### config.mk
export PLATFORM = sky130hd
export DESIGN_NAME = ps2_host_tx
export DESIGN_NICKNAME = d
export VERILOG_FILES = /design/src/rtl/ps2_host_tx.sv
export SDC_FILE = /design/constraint.sdc
export NUM_CORES = 1
export LEC_CHECK = 0
export ABC_CLOCK_PERIOD_IN_PS = 7750
export BUFFER_PORTS_ARGS = -buffer_cell sky130_fd_sc_hd__buf_2
export CORE_UTILIZATION = 50
export CTS_BUF_LIST = sky130_fd_sc_hd__clkbuf_8
export CTS_CLUSTER_DIAMETER = 80
export CTS_CLUSTER_SIZE = 25
export DETAILED_ROUTE_END_ITERATION = 6
export GPL_TIMING_DRIVEN = 0
export PLACE_DENSITY = 0.66
export SYNTH_ARGS = -nofsm -noshare
export SYNTH_HDL_FRONTEND = slang
export SYNTH_SLANG_ARGS = --single-unit
### constraint.sdc
create_clock -name clk -period 7.75 [get_ports clk]
set_clock_uncertainty 0.05 [all_clocks]
set_input_delay 0.775 -clock clk [delete_from_list [all_inputs] [get_ports clk]]
set_output_delay 0.775 -clock clk [all_outputs]
set_load 0.01 [all_outputs]
### src/rtl/ps2_host_tx.sv
// PS/2 host-to-device transmitter: inhibits the bus, issues a request-to-send,
// shifts out one byte with odd parity on device-generated clock falls, checks the
// device ACK and reports completion or error.
module ps2_host_tx #(
    parameter int unsigned INHIBIT_CYCLES = 6000,
    parameter int unsigned TIMEOUT_CYCLES = 1000000,
    parameter int unsigned FILTER_LEN     = 4
) (
    input  logic       clk,
    input  logic       rst,
    input  logic       tx_start,
    input  logic [7:0] tx_data,
    output logic       tx_busy,
    output logic       tx_done,
    output logic       tx_error,
    input  logic       ps2_clk_in,
    input  logic       ps2_data_in,
    output logic       ps2_clk_oe,
    output logic       ps2_data_oe
);

    localparam int unsigned FW = $clog2(FILTER_LEN + 1);

    typedef enum logic [2:0] {IDLE, INHIBIT, START, BITS, ACK, WAIT_IDLE} state_t;

    // Line vectors: bit 0 = ps2 clock, bit 1 = ps2 data
    logic [1:0]    sync1_q, sync2_q;
    logic [1:0]    filt_q, filt_d;
    logic [FW-1:0] fcnt_q [2];
    logic [FW-1:0] fcnt_d [2];
    logic          clk_prev_q;
    logic          fall_pulse;

    state_t        state_q, state_d;
    logic [8:0]    frame_q, frame_d;
    logic [3:0]    idx_q, idx_d;
    logic [31:0]   inh_q, inh_d;
    logic [31:0]   to_q, to_d;
    logic          nack_q, nack_d;
    logic          clk_oe_q, clk_oe_d;
    logic          data_oe_q, data_oe_d;
    logic          busy_q, busy_d;
    logic          done_q, done_d;
    logic          err_q, err_d;

    // Two-flop synchronizer for both raw lines (idle level is high)
    always_ff @(posedge clk or negedge rst) begin
        if (!rst) begin
            sync1_q <= '1;
            sync2_q <= '1;
        end else begin
            sync1_q <= {ps2_data_in, ps2_clk_in};
            sync2_q <= sync1_q;
        end
    end

    // Glitch filter: a level change needs FILTER_LEN consecutive differing samples
    always_comb begin
        filt_d = filt_q;
        for (int unsigned i = 0; i < 2; i++) begin
            fcnt_d[i[0]] = '0;
            if (sync2_q[i[0]] != filt_q[i[0]]) begin
                if (fcnt_q[i[0]] == FW'(FILTER_LEN - 1)) begin
                    filt_d[i[0]] = sync2_q[i[0]];
                end else begin
                    fcnt_d[i[0]] = fcnt_q[i[0]] + FW'(1);
                end
            end
        end
    end

    // Filter state and previous filtered clock for edge detection
    always_ff @(posedge clk or negedge rst) begin
        if (!rst) begin
            filt_q     <= '1;
            fcnt_q[0]  <= '0;
            fcnt_q[1]  <= '0;
            clk_prev_q <= 1'b1;
        end else begin
            filt_q     <= filt_d;
            fcnt_q[0]  <= fcnt_d[0];
            fcnt_q[1]  <= fcnt_d[1];
            clk_prev_q <= filt_q[0];
        end
    end

    assign fall_pulse = clk_prev_q & ~filt_q[0];

    // FSM and registered outputs
    always_ff @(posedge clk or negedge rst) begin
        if (!rst) begin
            state_q   <= IDLE;
            frame_q   <= '0;
            idx_q     <= '0;
            inh_q     <= '0;
            to_q      <= '0;
            nack_q    <= 1'b0;
            clk_oe_q  <= 1'b0;
            data_oe_q <= 1'b0;
            busy_q    <= 1'b0;
            done_q    <= 1'b0;
            err_q     <= 1'b0;
        end else begin
            state_q   <= state_d;
            frame_q   <= frame_d;
            idx_q     <= idx_d;
            inh_q     <= inh_d;
            to_q      <= to_d;
            nack_q    <= nack_d;
            clk_oe_q  <= clk_oe_d;
            data_oe_q <= data_oe_d;
            busy_q    <= busy_d;
            done_q    <= done_d;
            err_q     <= err_d;
        end
    end

    // Next-state, frame sequencing and timeout abort
    always_comb begin
        state_d   = state_q;
        frame_d   = frame_q;
        idx_d     = idx_q;
        inh_d     = inh_q;
        to_d      = to_q;
        nack_d    = nack_q;
        clk_oe_d  = clk_oe_q;
        data_oe_d = data_oe_q;
        done_d    = 1'b0;
        err_d     = 1'b0;

        case (state_q)
            IDLE: begin
                clk_oe_d  = 1'b0;
                data_oe_d = 1'b0;
                nack_d    = 1'b0;
                if (tx_start) begin
                    frame_d  = {~^tx_data, tx_data};
                    inh_d    = '0;
                    clk_oe_d = 1'b1;
                    state_d  = INHIBIT;
                end
            end
            INHIBIT: begin
                inh_d = inh_q + 32'd1;
                if (inh_q + 32'd2 >= INHIBIT_CYCLES) data_oe_d = 1'b1;
                if (inh_q + 32'd1 >= INHIBIT_CYCLES) begin
                    clk_oe_d = 1'b0;
                    to_d     = '0;
                    state_d  = START;
                end
            end
            START: begin
                if (fall_pulse) begin
                    data_oe_d = ~frame_q[0];
                    idx_d     = 4'd1;
                    state_d   = BITS;
                end
            end
            BITS: begin
                if (fall_pulse) begin
                    if (idx_q == 4'd9) begin
                        data_oe_d = 1'b0;
                        state_d   = ACK;
                    end else begin
                        data_oe_d = ~frame_q[idx_q];
                        idx_d     = idx_q + 4'd1;
                    end
                end
            end
            ACK: begin
                if (fall_pulse) begin
                    nack_d  = filt_q[1];
                    state_d = WAIT_IDLE;
                end
            end
            WAIT_IDLE: begin
                if (&filt_q) begin
                    done_d  = ~nack_q;
                    err_d   = nack_q;
                    state_d = IDLE;
                end
            end
            default: state_d = IDLE;
        endcase

        // Normal completion in WAIT_IDLE takes precedence over a coincident timeout
        if (state_q inside {START, BITS, ACK, WAIT_IDLE}) begin
            to_d = fall_pulse ? '0 : to_q + 32'd1;
            if (state_d != IDLE && !fall_pulse && (to_q + 32'd1 >= TIMEOUT_CYCLES)) begin
                clk_oe_d  = 1'b0;
                data_oe_d = 1'b0;
                done_d    = 1'b0;
                err_d     = 1'b1;
                state_d   = IDLE;
            end
        end
    end

    assign busy_d      = (state_d != IDLE);
    assign tx_busy     = busy_q;
    assign tx_done     = done_q;
    assign tx_error    = err_q;
    assign ps2_clk_oe  = clk_oe_q;
    assign ps2_data_oe = data_oe_q;

endmodule

==> impl_metrics.py <==
metrics = {
    "drt": {
        "drt_first_pass_iters": 6,
        "wl_um": 21200,
        "antenna_left": 0,
        "wl_per_cell_um": 19.4,
        "route.detailed.drc": 0,
        "drtIter0Drc": 916,
        "vias": 7095,
        "via_per_inst": 6.50,
    },
    "global_route": {
        "grt_usage": 0.299,
        "met1_usage": 0.385,
        "grt_pass1_wl_um": 34700,
        "grt_pass1_vias": 6734,
        "busiest_layer": "met2",
        "grt_max_degree": 62,
        "grtUsageMet3": 0.0536,
        "antenna_found_initial": 0,
        "use_met2": 0.492,
        "grt_overflow": 0,
    },
    "timing": {
        "finalHoldViolations": 0,
        "timing.final.crit_share": 0.560,
        "finalSetupTns_ns": 0,
        "fmax_mhz": 230,
        "fin_ws_ns": 3.41,
        "min_period_ns": 4.34,
        "drv_slew": 0,
        "worst_pin_slew_ns": 1.33,
        "slew-limit-headroom": 0.106,
        "rsz0062_at_grt": "false",
        "setup_viol": 0,
    },
    "setup_path": {
        "cp-start-kind": "flip-flop",
        "endpoint": "to_q[0]$_DFFE_PN0P_",
        "worst-path-buf-inv": 0,
        "timing.rr.start": "inh_q[2]$_DFFE_PN0P_",
        "rrSetupSlack_ns": 3.41,
        "rr_worst_depth": 9,
        "cp_cell_sequence": "ha_1, nand4_1, nor4_1, nand4_1, xnor2_1, a2111oi_2, nand4_1, a21oi_2, mux2_2",
        "worstPathRequired_ns": 8.04,
        "worstSetupPathType": "flip-flop to flip-flop",
        "crit_slowest_cell": "nor4_1",
        "worst_path_most_repeated_cell": "nand4_1",
        "endpoint_kind": "flip-flop",
        "critPathMaxFanout": 9,
        "cp.depth": 9,
        "crit_arrival_ns": 4.63,
        "cp_top_family": "simple AND/OR/NAND/NOR gates",
        "slowest_delay_ns": 1.05,
        "r2r_end": "to_q[0]$_DFFE_PN0P_",
        "critPathLaunch": "inh_q[2]$_DFFE_PN0P_",
    },
    "layout": {
        "syn2layout_area_growth_pct": 7.80,
        "nets": 932,
        "drive_gt1_frac": 0.0954,
        "fillers": 1303,
        "insertedDiodeCount": 0,
    },
    "logic_synthesis": {
        "synth_common_cells": "dfrtp_1 (92), o21ai_0 (81), nand2_1 (77), nor2_1 (66), clkbuf_1 (53)",
        "synth_nets": 903,
        "seq_area_frac_synth": 0.349,
        "synth_area_leaders": "dfrtp_1 (32%), o21ai_0 (5.7%), nand2_1 (4.1%)",
        "ys_types": 76,
        "synth_top_area_share": 0.323,
        "synth_edf_count": 0,
        "async_reset_ff_frac": 1.00,
        "yosysMostFrequentCell": "dfrtp_1",
        "yosys_warnings": 0,
        "syn_area_per_cell_um2": 8.11,
        "netlist_instances": 878,
        "ys_seq_elements": 99,
        "synth_largest_area_cell": "dfrtp_1",
        "ys.flop_type": "dfrtp_1",
        "syn_area_um2": 7120,
    },
    "die": {
        "core_area_um2": 13900,
        "dieArea_um2": 14700,
        "die_w_um": 121,
        "die_h_um": 121,
        "rows": 43,
        "initial_core_util": 0.513,
        "ioPinCount": 18,
    },
    "clocking": {
        "cts_buffer_depth": 2,
        "root_buffer": "clkbuf_8",
        "postCtsResizedCells": 0,
        "cts_setup_buffers": 0,
        "clk_pin_slew_ns": 0.12,
        "postCtsHoldBufs": 0,
        "clkLatencyLatePin_ns": 0.40,
        "tritoncts": "yes",
        "numCtsBuffers": 9,
        "clock-sinks": 99,
        "ctsHtreeMaxLevel": 3,
    },
    "power": {
        "power.density_nw_per_um2": 268,
        "ir_drop_uv": 150,
        "p_leak_nw": 3.06,
    },
    "job": {
        "cap_violations": 0,
    },
    "place": {
        "place.gp.congestion": 0.956,
        "post-place-ws_ns": 3.54,
        "io_buffers": 17,
        "dp_hpwl_um": 15200,
    },
    "hold_path": {
        "worstHoldPathType": "input port to async pin",
    },
    "run_status": {
        "status": "completed",
    },
}
==> sequential cells by signal, summed over array words and instances, names as in the netlist <==
register	count
ps2_data_oe	1
to_q	32
inh_q	32
tx_done	1
ps2_clk_oe	1
tx_error	1
filt_q	2
state_q	3
clk_prev_q	1
sync1_q	2
fcnt_q	6
frame_q	9
nack_q	1
sync2_q	2
tx_busy	1
idx_q	4
==> how the worst min path moves through the flow <==
stage                                       end  slack, ns  depth (start not counted)
after detailed placement   sync2_q[1]$_DFF_PN1_       0.30                          0
after global routing       sync2_q[0]$_DFF_PN1_       0.32                          0
after floorplan            sync2_q[0]$_DFF_PN1_       0.30                          0
final                     inh_q[22]$_DFFE_PN0P_       0.31                          1
after global placement     sync2_q[0]$_DFF_PN1_       0.30                          0
after CTS                  to_q[18]$_DFFE_PN0P_       0.32                          1
==> report_power, final <==
group          total (mW)  internal, mW  switching, mW
clock               0.367         0.132          0.235
sequential          0.739         0.635          0.104
combinational       0.951         0.322          0.629
==> cells by family (layout without fill, tap and decap cells) <==
kind of cell,after synthesis,after routing,share of synthesized area
buf+inv,90,124,0.0506
fa+ha+maj,12,12,0.0211
flops,99,99,0.349
xor+xnor,33,33,0.0406
compound gates,251,251,0.228
mux,17,17,0.0295
simple gates,376,376,0.281
==> stage by stage <==
step	util	total power [mW]	hold WS [ns]	cell area [um2]	instances
2_1_floorplan	-	1.38	0.295	7120	878
3_5_place_dp	0.538	1.68	0.301	7460	1076
3_3_place_gp	0.536	1.65	0.296	7430	1075
4_1_cts	0.553	2.05	0.318	7680	1092
5_1_grt	0.553	2.20	0.319	7680	1092
6_report	0.553	2.06	0.309	7680	1092
==> cell usage in the layout (no fill, tap or decap), types with 6 or more instances in the layout <==
cell       n
nand3_1   37
o21a_1     7
inv_1     19
o21ai_0   81
nand2_1   77
nor4_1    21
a31oi_1   17
a21oi_1   48
nor2b_1    7
a211oi_1   6
nand4_1   42
nor2_1    66
and3_1    16
o41ai_1    6
nor3b_1    7
nor3_1    48
o31ai_1   16
xor2_1    12
xnor2_1   21
and2_1     8
or4_1     12
ha_1      12
buf_2     27
nand2b_1   6
mux2_2    12
dfstp_2    7
clkbuf_8   9
clkbuf_1  53
a21o_1    23
dfrtp_1   92
==> layer usage <==
layer	share of wire	routed length (um)
met1	0.43	9180
met2	0.48	10100
met5	0	0
met3	0.056	1190
met4	0.034	711
==> cell type report <==
class	instances	area (um2)	share of cell area
Multi-Input combinational cell	689	4280	0.557
Timing Repair Buffer	18	115	0.0150
Sequential cell	99	2490	0.324
Clock inverter	7	91.3	0.0119
Clock buffer	9	124	0.0161
Buffer	71	289	0.0376
Inverter	19	71.3	0.00929
Tap cell	180	225	0.0293
(Power assumes the default switching activity.)
